**config.mk**
```make
export PLATFORM = sky130hd
export DESIGN_NAME = poly_buzzer_mixer
export DESIGN_NICKNAME = d
export VERILOG_FILES = /design/src/rtl/poly_buzzer_mixer.sv
export SDC_FILE = /design/constraint.sdc
export NUM_CORES = 1
export LEC_CHECK = 0
export ABC_AREA = 1
export CORE_UTILIZATION = 55
export CTS_CLUSTER_DIAMETER = 150
export CTS_CLUSTER_SIZE = 12
export DETAILED_ROUTE_END_ITERATION = 8
export MAX_ROUTING_LAYER = met4
export PLACE_DENSITY = 0.91
export SETUP_SLACK_MARGIN = 0.05
export SYNTH_ARGS = -nofsm -noshare
export SYNTH_HDL_FRONTEND = slang
export SYNTH_SLANG_ARGS = --single-unit
```
**constraint.sdc**
```tcl
create_clock -name clk -period 3.25 [get_ports clk]
set_input_delay 0.8125 -clock clk [delete_from_list [all_inputs] [get_ports clk]]
set_output_delay 0.8125 -clock clk [all_outputs]
set_load 0.02 [all_outputs]
```
**src/rtl/poly_buzzer_mixer.sv**
```systemverilog
// rtl/poly_buzzer_mixer.sv - multi-voice square-wave tone generator with saturating stereo mixer
module poly_buzzer_mixer #(
  parameter int          NUM_CH   = 2,
  parameter int          DIV_W    = 20,
  parameter int          VOL_W    = 4,
  parameter logic [15:0] AMP_STEP = 16'h0800
) (
  input  logic                      clk,
  input  logic                      rst,
  input  logic [NUM_CH-1:0]         ch_en,
  input  logic [NUM_CH*DIV_W-1:0]   note_div,
  input  logic [NUM_CH*VOL_W-1:0]   ch_vol,
  input  logic [NUM_CH*2-1:0]       ch_pan,
  output logic [NUM_CH-1:0]         ch_phase,
  output logic [15:0]               au_left,
  output logic [15:0]               au_right
);

  // Mix width: one extra bit per doubling of voices plus one so sums never wrap.
  localparam int SUM_W = 16 + $clog2(NUM_CH) + 1;
  localparam logic signed [SUM_W-1:0] SAT_MAX = SUM_W'(32767);
  localparam logic signed [SUM_W-1:0] SAT_MIN = SUM_W'(-32768);

  logic [DIV_W-1:0]        cnt     [NUM_CH];
  logic [DIV_W-1:0]        div_act [NUM_CH];
  logic [NUM_CH-1:0]       phase;

  logic [VOL_W-1:0]        vol;
  logic [1:0]              pan;
  logic [15:0]             amp;
  logic signed [SUM_W-1:0] amp_ext;
  logic signed [SUM_W-1:0] contrib;
  logic signed [SUM_W-1:0] sum_l;
  logic signed [SUM_W-1:0] sum_r;

  function automatic logic [15:0] sat16(input logic signed [SUM_W-1:0] v);
    if (v > SAT_MAX)
      return 16'h7FFF;
    else if (v < SAT_MIN)
      return 16'h8000;
    else
      return v[15:0];
  endfunction

  // Per-voice divider: a new note_div is only taken on the load cycle or at a half-period boundary.
  always_ff @(posedge clk) begin
    for (int i = 0; i < NUM_CH; i++) begin
      if (rst || !ch_en[i]) begin
        cnt[i]     <= '0;
        div_act[i] <= '0;
        phase[i]   <= 1'b0;
      end else if (div_act[i] == '0) begin
        div_act[i] <= note_div[i*DIV_W +: DIV_W];
        cnt[i]     <= '0;
      end else if (cnt[i] == div_act[i]) begin
        cnt[i]     <= '0;
        phase[i]   <= ~phase[i];
        div_act[i] <= note_div[i*DIV_W +: DIV_W];
      end else begin
        cnt[i]     <= cnt[i] + 1'b1;
      end
    end
  end

  // Voice contributions and stereo sums; a disabled voice is silenced through div_act,
  // so dropping ch_en reaches the output two cycles later.
  always_comb begin
    sum_l   = '0;
    sum_r   = '0;
    vol     = '0;
    pan     = '0;
    amp     = '0;
    amp_ext = '0;
    contrib = '0;
    for (int i = 0; i < NUM_CH; i++) begin
      vol     = ch_vol[i*VOL_W +: VOL_W];
      pan     = ch_pan[2*i +: 2];
      amp     = {{(16-VOL_W){1'b0}}, vol} * AMP_STEP;
      amp_ext = {{(SUM_W-16){amp[15]}}, amp};
      if (div_act[i] == '0 || vol == '0 || pan == 2'b11)
        contrib = '0;
      else if (phase[i])
        contrib = amp_ext;
      else
        contrib = -amp_ext;
      if (pan == 2'b00 || pan == 2'b01)
        sum_l = sum_l + contrib;
      if (pan == 2'b00 || pan == 2'b10)
        sum_r = sum_r + contrib;
    end
  end

  // Registered, saturated output samples.
  always_ff @(posedge clk) begin
    if (rst) begin
      au_left  <= 16'h0000;
      au_right <= 16'h0000;
    end else begin
      au_left  <= sat16(sum_l);
      au_right <= sat16(sum_r);
    end
  end

  assign ch_phase = phase;

endmodule

```
==> results_dict.tcl <==
set metrics [dict create \
    critPathMaxStageDelay_ns 0.51 \
    worstSetupPathType "input pin to register" \
    slew_headroom_pct 62.1 \
    grt_start_max_net_pins 41 \
    grt_util_all_layers_pct 24.3 \
    wl_per_cell_um 14.0 \
    p_leak_nw 3.55 \
    setup_tns_ns 0 \
    cpMaxStageDelayCell "clkdlybuf4s50_1" \
    syn_inst 739 \
    max_freq_ghz 0.309 \
    core-area_mm2 0.0108 \
    end_kind "register" \
    cts_buffer_depth 2 \
    power.share.sequential_pct 46.7 \
    cts_hold_buf 0 \
    syn_area_mm2 0.00613 \
    grt_pass1_vias 4840 \
    cp.required_ns 3.55 \
    sw_frac_of_total_pct 29.7 \
    clock_power_share_pct 28.8 \
    nFillCells 755 \
    finalHoldViolCount 0 \
    routed_wl_um 14500 \
    nets 968 \
    synthFlopType "edfxtp_1" \
    synth_top_cell_by_area "edfxtp_1" \
    routabilityCongestion 0.896 \
    io_buffers 89 \
    fin_crit_ns 3.24 \
    ir_drop_uv 346 \
    grt_antenna_before_repair 0 \
    switchingPower_w 0.000923 \
    rows 38 \
    synth_common_cells "128 x nand2_1, 118 x inv_1, 105 x nor2_1" \
    vias 5279 \
    die_y_um 108 \
    layout-drive-gt1-share_pct 19.4 \
    internal_power_w 0.00219 \
    synth_cell_types 48 \
    boundaryPins 90 \
    finalCritPeriodShare_pct 99.7 \
    tightestPinTransition_ns 0.567 \
    cp-start-kind "input pin" \
    start_util_pct 56.6 \
    clkTransAtPathRegs_ns 0.10 \
    place_hpwl_um 9840 \
    first_iter_violations 323 \
    seq_area_frac_synth_pct 43.7 \
    area_growth_pct 29.4 \
    postSynthAreaPerCell_um2 8.30 \
    synth_top_area_share_pct 39.2 \
    vias_per_cell 5.08 \
    max_cap_viol_count 0 \
    synth-edff-count 80 \
    htreeDepth 3 \
    drcViolationCount 0 \
    worst_clock_skew_ns 0.0134 \
    ctsRootBufferMaster "clkbuf_8" \
    holdCritPathClass "register to register" \
    synthTopCellsByArea "edfxtp_1 39%, nand2_1 7.8%, inv_1 7.2%" \
    die_w_um 108 \
    crit_chain "clkdlybuf4s50_1 -> nor2_1 -> a22oi_2 -> nand2_4 -> nor2_4 -> ha_4 -> fa_2 -> inv_2 -> nor2_2 -> inv_1 -> nand2_1 -> a21boi_1 -> o21ai_1 -> nand2_1 -> nand2_2 -> buf_4 -> a21oi_1 -> nor2_1" \
    ys_seq_elements 94 \
    clock_latency_ns 0.39 \
    synth.most_common_cell "nand2_1" \
    holdWs_ns 0.652 \
    setup_viol_count_final 0 \
    yosys_warnings 0 \
    async_flop_share_pct 0 \
    power_density_mw_per_mm2 392 \
    arrival_ns 3.54 \
    cts_tree "built" \
    numClockSinks 94 \
    path_max_fanout 5 \
    grt_remaining_overflow 0 \
    power_frac_comb_pct 24.5 \
    antenna_cells 0 \
    ant_nets 0 \
    cts_buffers 9 \
    firstDrtPassIters 8 \
    die_area_mm2 0.0116 \
    grt_first_pass_wirelength_um 21200 \
    status "completed" \
    rsz0062_at_grt "yes" \
    slew_viol_final 0 \
]
## critical path, delay by kind of cell
family	cells	cell delay [ns]
AOI/OAI and AO/OA	4	0.54
adders and majority gates	2	0.54
buffers and inverters	4	0.83
and+or+nand+nor	8	0.82
## routing by layer
metal / vias up / GRT usage, % / part of all wire [%]
li1: 2608 / - / -
met1: 2416 / 28.8 / 40
met2: 212 / 40.8 / 52
met3: 43 / 4.12 / 5.6
met4: 0 / 10.7 / 2.9
met5: - / - / 0
## path summary, 6_finish.rpt
kind | slack (ns) | from | cells after the start | endpoint
worst min register to register | 0.65 | cnt[0][0] | 1 | cnt[0][0]
worst min-delay path | 0.65 | cnt[0][0] | 1 | cnt[0][0]
worst max-delay path | 0.01 | ch_vol[7] | 18 | au_right[14]
worst max register to register | 0.11 | div_act[1][17] | 17 | au_right[14]
## logic make-up after synthesis
family | after synthesis | synth area share, %
XOR/XNOR | 56 | 8.00
adder cells (fa/ha/maj) | 18 | 3.92
other | 1 | 0.0612
multiplexers | 1 | 0.163
AO/OA/AOI/OAI | 50 | 4.90
buffers and inverters | 158 | 11.4
AND/OR/NAND/NOR | 361 | 27.8
flip-flops | 94 | 43.7
## layout make-up
cell class	instances	area, um^2	share of cell area, %
clock inverters	7	104	1.31
clock buffers	9	124	1.56
inverters	124	465	5.86
repair buffers	139	1280	16.1
well taps	140	175	2.21
multi-input cells	526	3110	39.2
flip-flops and latches	94	2680	33.8
## registers in the layout (all words and copies together), names as in the netlist
name,cells
au_left,6
au_right,6
ch_phase,2
div_act,40
cnt,40
## cells in the final DEF (no fill, tap or decap), types with 5 or more instances in the layout
| master | count |
|---|---|
| nor2_1 | 98 |
| inv_1 | 113 |
| nand3_2 | 10 |
| or2_2 | 5 |
| nand2_2 | 12 |
| ha_4 | 5 |
| nand2_1 | 120 |
| clkdlybuf4s50_1 | 86 |
| xor2_1 | 31 |
| inv_2 | 11 |
| nor3_1 | 11 |
| a21oi_1 | 17 |
| buf_4 | 49 |
| ha_1 | 10 |
| nand3_1 | 24 |
| conb_1 | 40 |
| dfxtp_1 | 14 |
| nor3_2 | 6 |
| nor2_4 | 7 |
| a21oi_2 | 7 |
| edfxtp_1 | 80 |
| xnor2_1 | 23 |
| nand4_1 | 22 |
| clkbuf_8 | 9 |
| o21ai_0 | 7 |
| nor2_2 | 30 |
## power groups by stage
stage	sequential (W)	combinational (W)	clock, W
5_1_grt	0.00146	0.000828	0.000947
6_report	0.00145	0.000762	0.000896
3_5_place_dp	0.00148	0.000674	0
2_1_floorplan	0.00148	0.000398	0
3_3_place_gp	0.00147	0.000658	0
4_1_cts	0.00145	0.000680	0.000901
## what timing repair did
item | 4_1_cts | 5_1_grt
buffers inserted | 1 | 7
gates resized for setup | 1 | 59
endpoints found under the setup margin | 4 | 12
pin swaps | 0 | 27
endpoints found under the hold margin | 0 | 0
## per-stage QoR
| step | cells | cell area (um^2) | utilization [%] | total power [W] | setup WS [ns] |
|---|---|---|---|---|---|
| CTS | 1032 | 7660 | 70.7 | 0.00303 | 0.0552 |
| finish | 1039 | 7940 | 73.2 | 0.00311 | 0.00998 |
| floorplan | 778 | 6280 | - | 0.00188 | 0.303 |
| global placement | 1015 | 7420 | 68.5 | 0.00213 | -0.233 |
| detailed placement | 1015 | 7420 | 68.5 | 0.00215 | -0.395 |
| global route | 1039 | 7940 | 73.2 | 0.00324 | -0.109 |
Note: power is estimated with default switching activity, not from simulation.
